<file path="config.mk">
export PLATFORM = sky130hd
export DESIGN_NAME = csa_final_cpa
export DESIGN_NICKNAME = d
export VERILOG_FILES = /design/src/rtl/csa_final_cpa.sv
export SDC_FILE = /design/constraint.sdc
export NUM_CORES = 1
export LEC_CHECK = 0
export ABC_AREA = 0
export CAP_MARGIN = 15
export CELL_PAD_IN_SITES_DETAIL_PLACEMENT = 0
export CELL_PAD_IN_SITES_GLOBAL_PLACEMENT = 1
export CORE_UTILIZATION = 42
export CTS_BUF_LIST = sky130_fd_sc_hd__clkbuf_16
export DETAILED_ROUTE_END_ITERATION = 6
export PLACE_DENSITY = 0.94
export SETUP_SLACK_MARGIN = 0.1
export SLEW_MARGIN = 25
export SYNTH_ARGS = -nofsm -noshare
export SYNTH_HDL_FRONTEND = slang
export SYNTH_SLANG_ARGS = --single-unit
</file>
<file path="constraint.sdc">
create_clock -name clk -period 2.91 [get_ports clk]
set_input_delay 0.7275 -clock clk [delete_from_list [all_inputs] [get_ports clk]]
set_output_delay 0.7275 -clock clk [all_outputs]
set_load 0.05 [all_outputs]
</file>
<file path="src/rtl/csa_final_cpa.sv">
// Final carry-propagate adder for the multiplier CSA tree: a two-stage split
// adder that resolves the sum/carry pair into a binary product with valid/ready flow.
module csa_final_cpa #(
    parameter int unsigned W    = 10,
    parameter int unsigned LO_W = 5,
    parameter int unsigned H    = 6
) (
    input  logic                  clk,
    input  logic                  rst_n,
    input  logic                  in_valid,
    output logic                  in_ready,
    input  logic [W-1:0]          in_sum,
    input  logic [W-1:0]          in_carry,
    input  logic [LO_W-1:0]       in_lo,
    output logic                  out_valid,
    input  logic                  out_ready,
    output logic [W+LO_W:0]       out_prod,
    output logic                  out_ovf
);

    localparam int unsigned AW   = W + 2;
    localparam int unsigned HI_W = W + 2 - H;
    localparam int unsigned PW   = W + 1 + LO_W;

    logic              s1_valid_q, s1_valid_d;
    logic [H-1:0]      s1_l_q, s1_l_d;
    logic              s1_c1_q, s1_c1_d;
    logic [HI_W-1:0]   s1_ahi_q, s1_ahi_d;
    logic [HI_W-1:0]   s1_bhi_q, s1_bhi_d;
    logic [LO_W-1:0]   s1_lo_q, s1_lo_d;
    logic              out_valid_q, out_valid_d;
    logic [PW-1:0]     out_prod_q, out_prod_d;
    logic              out_ovf_q, out_ovf_d;

    logic [AW-1:0]     a_ext;
    logic [AW-1:0]     b_ext;
    logic [H:0]        lo_add;
    logic [HI_W-1:0]   u_sum;
    logic              s2_adv;
    logic              accept;

    // s2 can take s1 whenever the output slot is empty or draining this cycle
    assign s2_adv    = s1_valid_q && (!out_valid_q || out_ready);
    assign in_ready  = !s1_valid_q || s2_adv;
    assign accept    = in_valid && in_ready;
    assign out_valid = out_valid_q;
    assign out_prod  = out_prod_q;
    assign out_ovf   = out_ovf_q;

    always_comb begin
        a_ext  = AW'(in_sum);
        b_ext  = AW'({in_carry, 1'b0});
        lo_add = (H+1)'(a_ext[H-1:0]) + (H+1)'(b_ext[H-1:0]);
        u_sum  = s1_ahi_q + s1_bhi_q + HI_W'(s1_c1_q);
    end

    always_comb begin
        s1_valid_d  = s1_valid_q;
        s1_l_d      = s1_l_q;
        s1_c1_d     = s1_c1_q;
        s1_ahi_d    = s1_ahi_q;
        s1_bhi_d    = s1_bhi_q;
        s1_lo_d     = s1_lo_q;
        out_valid_d = out_valid_q;
        out_prod_d  = out_prod_q;
        out_ovf_d   = out_ovf_q;

        if (accept) begin
            s1_valid_d = 1'b1;
            s1_l_d     = lo_add[H-1:0];
            s1_c1_d    = lo_add[H];
            s1_ahi_d   = a_ext[AW-1:H];
            s1_bhi_d   = b_ext[AW-1:H];
            s1_lo_d    = in_lo;
        end else if (s2_adv) begin
            s1_valid_d = 1'b0;
        end

        // Upper slice finishes here; its top bit carries weight 2^(W+1)
        if (s2_adv) begin
            out_valid_d = 1'b1;
            out_prod_d  = {u_sum[W-H:0], s1_l_q, s1_lo_q};
            out_ovf_d   = u_sum[HI_W-1];
        end else if (out_valid_q && out_ready) begin
            out_valid_d = 1'b0;
        end
    end

    always_ff @(posedge clk or negedge rst_n) begin
        if (!rst_n) begin
            s1_valid_q  <= 1'b0;
            s1_l_q      <= '0;
            s1_c1_q     <= 1'b0;
            s1_ahi_q    <= '0;
            s1_bhi_q    <= '0;
            s1_lo_q     <= '0;
            out_valid_q <= 1'b0;
            out_prod_q  <= '0;
            out_ovf_q   <= 1'b0;
        end else begin
            s1_valid_q  <= s1_valid_d;
            s1_l_q      <= s1_l_d;
            s1_c1_q     <= s1_c1_d;
            s1_ahi_q    <= s1_ahi_d;
            s1_bhi_q    <= s1_bhi_d;
            s1_lo_q     <= s1_lo_d;
            out_valid_q <= out_valid_d;
            out_prod_q  <= out_prod_d;
            out_ovf_q   <= out_ovf_d;
        end
    end

endmodule
</file>
Word level (Yosys, flattened, before mapping). Cells that the tools add are included. W data, S select, Z words.

Bitwise gates (word level): 0. Shift-type cells: 0. Mux-type cells: 4. $add $sub $neg: 3. $lt $le $gt $ge: 0. Equality and inequality tests: 0. Div/mod/pow operators: 0. Reduce and logical (&&, ||, !) cells: 9. Multipliers: 0.

Operators by type and width (count): $add A6 B6 Y7 (1); $add A4 B5 Y6 (1); $add A6 B1 Y6 (1); $mux W1 (4); $reduce_bool A2 Y1 (2); $logic_and A1 B1 Y1 (3); $logic_not A1 Y1 (2); $logic_or A1 B1 Y1 (2).

Bits in latches: 0. Bits in read-only memories: 0. Memories kept: 0. Memory bits (writable): 0. Flip-flop bits (word level): 40. Output and inout bits: 19. Bits of input ports: 29.

Logic depth before layout (Yosys ltp). Gate-level depths: netlist of run 1.

Word-level depth: 6. Mapped depth: 7.

Least setup slack after synthesis of run 1. No wires, ideal clock.

Path type: input to register. Start: in in_sum[1]. End: reg s1_l_q[5]. Data required time: 2783 ps. Slack: 939 ps. Stages on the path: 6. Data arrival time: 1844 ps. Buffers on the path: 0. Library setup time: 127 ps. Path through: ha_1 fa_1 a21o_1 a21oi_1 xor2_1 o21ai_0.

Word-level cells in the longest chain between the ends: 1.

Ends and longest elaborated chain: start, declared (line 12) `input logic [W-1:0] in_sum,`; $add A6 B6 Y7 (line 53) `lo_add = (H+1)'(a_ext[H-1:0]) + (H+1)'(b_ext[H-1:0]);`; end signal, assigned (line 102) `s1_l_q <= s1_l_d;`; end, declared (line 26) `logic [H-1:0] s1_l_q, s1_l_d;`.

Every way passes these cells. A chain may end at the register's enable or synchronous reset.

Final worst setup path of run 1.
Start: in out_ready. End: out in_ready.

Word-level cells in the longest chain between the ends: 3.

Ends and longest elaborated chain: start, declared (line 16) `input logic out_ready,`; $logic_or A1 B1 Y1 (line 43) `assign s2_adv = s1_valid_q && (!out_valid_q || out_ready);`; $logic_and A1 B1 Y1 (line 43); $logic_or A1 B1 Y1 (line 44) `assign in_ready = !s1_valid_q || s2_adv;`; end, declared (line 11) `output logic in_ready,`.

Every way passes these cells.

==> results of run 1 <==
## flip-flops by register name (all words and copies together) (netlist names)
| signal | flops |
|---|---|
| s1_l_q | 6 |
| out_valid | 1 |
| out_prod | 16 |
| s1_c1_q | 1 |
| s1_valid_q | 1 |
| s1_ahi_q | 4 |
| s1_bhi_q | 5 |
| s1_lo_q | 5 |
| out_ovf | 1 |
## logic make-up after synthesis
logic type,Yosys count,share of synthesized area (%)
muxes,29,20.08
buffers and inverters,7,3.146
adders and majority gates,11,8.568
DFF,40,53.55
AOI/OAI and AO/OA,18,5.489
and+or+nand+nor,25,7.296
xor gates and xnor gates,4,1.875
## layout by cell type (no fill, tap or decap), types with 2 or more instances in the layout
master           instances
fa_1                     3
a21oi_1                  5
inv_1                    3
mux2_2                  16
ha_1                     8
clkdlybuf4s50_1         45
clkbuf_16                5
nand2_1                  9
dfrtp_1                 40
xor2_1                   2
o21ai_0                  8
clkinv_2                 2
mux2_4                  13
o31ai_1                  2
nand2b_1                 3
xnor2_1                  2
nor2_1                   7
## power groups by stage
stage	sequential [mW]	combinational, mW	clock, mW
2_1_floorplan	1.04	0.248	0
6_report	0.762	0.786	0.518
4_1_cts	0.764	0.796	0.530
3_3_place_gp	0.762	0.776	0
3_5_place_dp	0.772	0.792	0
5_1_grt	0.779	0.842	0.555
## metal layers
metal	GRT usage, %	up-vias	part of all wire (%)
li1	-	566	-
met1	19.39	561	44
met2	27.08	40	47
met3	5.263	4	6.8
met4	7.653	0	1.7
met5	0	-	0
## through the flow
step / cell area (um2) / hold slack, ns
6_report: 2499 / 0.4807
5_1_grt: 2499 / 0.5070
4_1_cts: 2499 / 0.4881
3_5_place_dp: 2360 / 0.4754
3_3_place_gp: 2360 / 0.4616
2_1_floorplan: 1869 / 0.4319
## worst max path at each step
stage	start	to	cells after the start
global placement	in_sum[1]	s1_l_q[5]	7
detailed placement	in_sum[1]	s1_l_q[5]	7
finish	out_ready	in_ready	3
CTS	out_ready	in_ready	3
global route	in_sum[1]	s1_l_q[5]	7
floorplan	in_sum[1]	s1_l_q[5]	6
## synth_stat cells, drive strengths merged (3+ instances only)
cell / number / share of area [%]
nand2b: 3 / 1.0
fa: 3 / 3.2
dfrtp: 40 / 54
nand2: 11 / 2.7
nor2: 7 / 1.4
inv: 3 / 0.60
o21ai: 8 / 2.1
a21oi: 5 / 1.3
buf: 4 / 2.5
ha: 8 / 5.4
mux2: 29 / 20
## cell type report
class                      instances  area (um2)
inverter                           3       11.26
tap                               50       62.56
multi-input combinational         87       809.5
sequential                        40        1001
timing repair buffer              47       475.5
fill                             314        1645
clock inverter                     3       13.76
clock buffer                       5       125.1
## worst reg2reg max path: cells and delay by family, from the launching register on
kind            cells  cell delay [ns]
fa+ha+maj           2             0.61
xor+xnor            1             0.13
flops               1             0.37
buf+inv             1             0.07
compound gates      2             0.24
simple gates        1             0.16
==> impl_metrics.env, run 1 <==
export IMPL_yosys_warnings=0
export IMPL_gp_congestion=0.7640
export IMPL_power_share_sequential_pct=36.9
export IMPL_placed_cells=227
export IMPL_final_setup_tns_ns=0
export IMPL_drc=0
export IMPL_rsz0062_at_grt="false"
export IMPL_intPower_mw=1.324
export IMPL_root_buffer="clkbuf_16"
export IMPL_slew_headroom_pct=42.83
export IMPL_nNetsFinal=224
export IMPL_drt_iter0_drc=35
export IMPL_power_density_mw_per_mm2=826.8
export IMPL_setup_ws_ns=0.6481
export IMPL_status="finished, final reports clean"
export IMPL_finalCriticalPeriod_ns=2.262
export IMPL_reg2reg_from="s1_ahi_q[0]"
export IMPL_skew_ns=0.003206
export IMPL_placementRows=23
export IMPL_timing_final_hold_violations=0
export IMPL_cts_buffers=5
export IMPL_yosys_most_used_dff="dfrtp_1"
export IMPL_grt_pass1_vias=1177
export IMPL_clkSinkCount=40
export IMPL_place_hpwl_mm=2.432
export IMPL_hp_start="out_prod[14]"
export IMPL_first_pass_iters=5
export IMPL_drt_wl_total_mm=3.389
export IMPL_clockPowerShare_pct=25.1
export IMPL_seq_area_frac_synth_pct=53.55
export IMPL_post_route_util_pct=60.30
export IMPL_ant_nets=0
export IMPL_post_place_ws_ns=0.3946
export IMPL_path_max_fanout=4
export IMPL_reg2regPathDepth=7
export IMPL_drive_gt1_share_pct=22.16
export IMPL_crit_family="buffers and inverters"
export IMPL_hold_path_class="register to register"
export IMPL_setup_viol_count_final=0
export IMPL_leakage_nw=1.126
export IMPL_ys_ff_latch=40
export IMPL_io_buffers=47
export IMPL_tightestPinTransition_ns=0.8576
export IMPL_design_power_total_mw=2.066
export IMPL_cp_cell_sequence="clkdlybuf4s50_1 > nand3b_4 > buf_12"
export IMPL_cap_violations=0
export IMPL_post_cts_resized=0
export IMPL_die_x_um=68.72
export IMPL_synth_edff_count=0
export IMPL_start_kind="input pin"
export IMPL_core_mm2=0.004144
export IMPL_slowest_stage="clkdlybuf4s50_1"
export IMPL_syn_to_final_growth_pct=33.67
export IMPL_max_freq_ghz=0.4421
export IMPL_clk_path_buf_depth=2
export IMPL_clk_insertion_delay_late_ns=0.28
export IMPL_cp_end_kind="primary output"
export IMPL_initial_utilization_pct=45.11
export IMPL_grt_start_max_net_pins=41
export IMPL_period_share_pct=77.73
export IMPL_antenna_found_initial=0
export IMPL_postCtsSetupRepairBufs=0
export IMPL_syn_area_mm2=0.001869
export IMPL_worstPathRequired_ns=2.18
export IMPL_async_flop_share_pct=100.0
export IMPL_io_pins=48
export IMPL_slowest_delay_ns=0.43
export IMPL_syn_num_nets=174
export IMPL_avgSynthCellArea_um2=13.95
export IMPL_vias=1171
export IMPL_combPwrFrac_pct=38.1
export IMPL_stdcell_count=235
export IMPL_hold_end="out_prod[14]"
export IMPL_path_clk_slew_ns=0.05
export IMPL_avgRoutedWirePerCell_um=14.42
export IMPL_insertedDiodeCount=0
export IMPL_grt_usage_pct=16.42
export IMPL_irDropWorstVdd_uv=324.8
export IMPL_sw_frac_of_total_pct=35.92
export IMPL_grt_pass1_wl_mm=5.388
export IMPL_overflow=0
export IMPL_worstSetupPathType="input pin to primary output"
export IMPL_postSynthCellCount=134
export IMPL_r2r_end="out_prod[15]"
export IMPL_crit_buf_inv=2
export IMPL_whs_path_depth=2
export IMPL_die_h_um=68.72
export IMPL_viasPerCell=4.983
export IMPL_cts_tree="built"
export IMPL_arrival_ns=1.53
export IMPL_cts_hold_buffers=0
export IMPL_die_area_mm2=0.004722
export IMPL_ys_types=26
export IMPL_htree_levels=2
export IMPL_reg2reg_slack_ns=1.22
export IMPL_drv_slew=0
export IMPL_p_sw_mw=0.7419
(Power assumes the default switching activity.)
==> run 2, diff against run 1 <==
CORE_UTILIZATION = 39   (was 42)
PLACE_DENSITY = 0.88   (was 0.94)
clock period = 2.35 ns   (was 2.91 ns; I/O delays follow)
==> run 2 against run 1 <==
  * The run now ends with DRC left
  * Non-clock buffer count stayed put
  * Largest cell class unchanged
  * Final cell count rose by 0.85%
  * Largest power group unchanged
  * Global-route usage fell by 0.56 points
  * Cell area unchanged
  * Critical endpoint is now s1_l_q[5]
==> impl_metrics.env, run 2 (synthesis gave the netlist of run 1 again) <==
export IMPL_intPower_mw=1.635
export IMPL_post_cts_resized=0
export IMPL_root_buffer="clkbuf_16"
export IMPL_initial_utilization_pct=41.78
export IMPL_clkSinkCount=40
export IMPL_first_pass_iters=6
export IMPL_clk_insertion_delay_late_ns=0.28
export IMPL_drc=2
export IMPL_worstPathRequired_ns=2.48
export IMPL_clk_path_buf_depth=2
export IMPL_fill_cells=355
export IMPL_combPwrFrac_pct=38.5
export IMPL_io_pins=48
export IMPL_slew_headroom_pct=41.19
export IMPL_hold_path_class="input pin to async pin"
export IMPL_design_area_mm2=0.002499
export IMPL_path_clk_slew_ns=0.06
export IMPL_drt_wl_total_mm=3.545
export IMPL_start_kind="input pin"
export IMPL_crit_buf_inv=1
export IMPL_finalCriticalPeriod_ns=2.099
export IMPL_place_hpwl_mm=2.628
export IMPL_cts_tree="built"
export IMPL_viasPerCell=4.869
export IMPL_die_h_um=71.23
export IMPL_cts_buffers=5
export IMPL_gp_congestion=0.7361
export IMPL_die_x_um=71.23
export IMPL_max_freq_ghz=0.4764
export IMPL_mostFrequentLayoutCell="clkdlybuf4s50_1"
export IMPL_placed_cell_area_mm2=0.002362
export IMPL_slowest_delay_ns=0.42
export IMPL_tightestPinTransition_ns=0.8822
export IMPL_core_mm2=0.004474
export IMPL_die_area_mm2=0.005074
export IMPL_rsz0062_at_grt="false"
export IMPL_power_density_mw_per_mm2=1018
export IMPL_vias=1154
export IMPL_leakage_nw=1.129
export IMPL_stdcell_count=237
export IMPL_grt_pass1_vias=1302
export IMPL_cp_end_kind="register"
export IMPL_skew_ns=0.004839
export IMPL_cts_hold_buffers=0
export IMPL_syn_to_final_growth_pct=33.67
export IMPL_setup_viol_count_final=0
export IMPL_violations="DRC"
export IMPL_p_sw_mw=0.9097
export IMPL_nNetsFinal=224
export IMPL_cp_cell_sequence="clkdlybuf4s50_1 > ha_1 > fa_1 > a21o_1 > a21oi_1 > xor2_1 > o21ai_0"
export IMPL_htree_levels=2
export IMPL_irDropWorstVdd_uv=380.8
export IMPL_io_buffers=47
export IMPL_worstSetupPathType="input pin to register"
export IMPL_avgRoutedWirePerCell_um=14.96
export IMPL_postCtsSetupRepairBufs=0
export IMPL_power_share_sequential_pct=37.1
export IMPL_placed_cells=229
export IMPL_largest_reg_flops=16
export IMPL_antenna_found_initial=0
export IMPL_final_cell_mix="clkdlybuf4s50_1 (45), dfrtp_1 (40), mux2_2 (16)"
export IMPL_slowest_stage="fa_1"
export IMPL_path_max_fanout=2
export IMPL_grt_pass1_wl_mm=6.078
export IMPL_insertedDiodeCount=0
export IMPL_cap_violations=0
export IMPL_drive_gt1_share_pct=21.08
export IMPL_drv_slew=0
export IMPL_crit_family="adder cells"
export IMPL_grt_usage_pct=15.86
export IMPL_status="finished with violations"
export IMPL_drt_iter0_drc=37
export IMPL_overflow=0
export IMPL_ant_nets=0
export IMPL_timing_final_hold_violations=0
export IMPL_arrival_ns=2.23
export IMPL_clockPowerShare_pct=24.5
export IMPL_period_share_pct=89.32
export IMPL_grt_start_max_net_pins=41
export IMPL_sw_frac_of_total_pct=35.75
export IMPL_placementRows=24
## run 2: changes by cell type in the layout (fill, tap and decap cells not counted)
cell / delta
inv_1: +2
clkinv_2: -2
## run 2: power by group through the flow
stage	Clock [mW]	Sequential, mW	Combinational, mW
5_1_grt	0.676	0.962	1.04
3_3_place_gp	0	0.944	0.966
2_1_floorplan	0	1.29	0.308
4_1_cts	0.636	0.944	0.992
3_5_place_dp	0	0.955	0.985
6_report	0.623	0.943	0.979
## run 2: area by class of cell
type                       count  area, um2  area share [%]
clock buffer                   5      125.1           5.008
clock inverter                 3      11.26          0.4507
inverter                       3      11.26          0.4507
multi-input combinational     87      809.5           32.40
sequential                    40       1001           40.06
tap                           52      65.06           2.604
timing repair buffer          47      475.5           19.03
## run 2: per-stage QoR
stage / power (mW) / setup TNS, ns / hold WS [ns] / utilization, % / setup WS, ns
after detailed placement: 1.939 / -0.04288 / 0.4715 / 52.80 / -0.04288
after floorplan: 1.600 / 0 / 0.2919 / - / 0.5194
after CTS: 2.571 / 0 / 0.4592 / 55.84 / 0.2368
after global placement: 1.910 / 0 / 0.4656 / 52.80 / 0.03002
after global routing: 2.679 / 0 / 0.5049 / 55.84 / 0.1136
final: 2.545 / 0 / 0.4272 / 55.84 / 0.2510
## run 2: final timing paths
path	startpoint	endpoint	slack, ns	depth (start not counted)
worst max-delay path	in_sum[1]	s1_l_q[5]	0.25	7
worst min-delay path	rst_n	out_prod[6]	0.43	1
worst max register to register	s1_c1_q	out_prod[15]	0.62	7
worst min register to register	s1_l_q[3]	s1_l_q[3]	0.48	2
max in group asynchronous	rst_n	s1_ahi_q[2]	1.36	1
min in group clk	s1_l_q[3]	s1_l_q[3]	0.48	2
## run 2: routing by layer
metal	wire [um]	GRT usage (%)	vias to the layer above
met4	58	6.000	0
met1	1519	18.44	557
met5	0	0	-
li1	-	-	561
met2	1847	28.78	29
met3	120	3.235	7
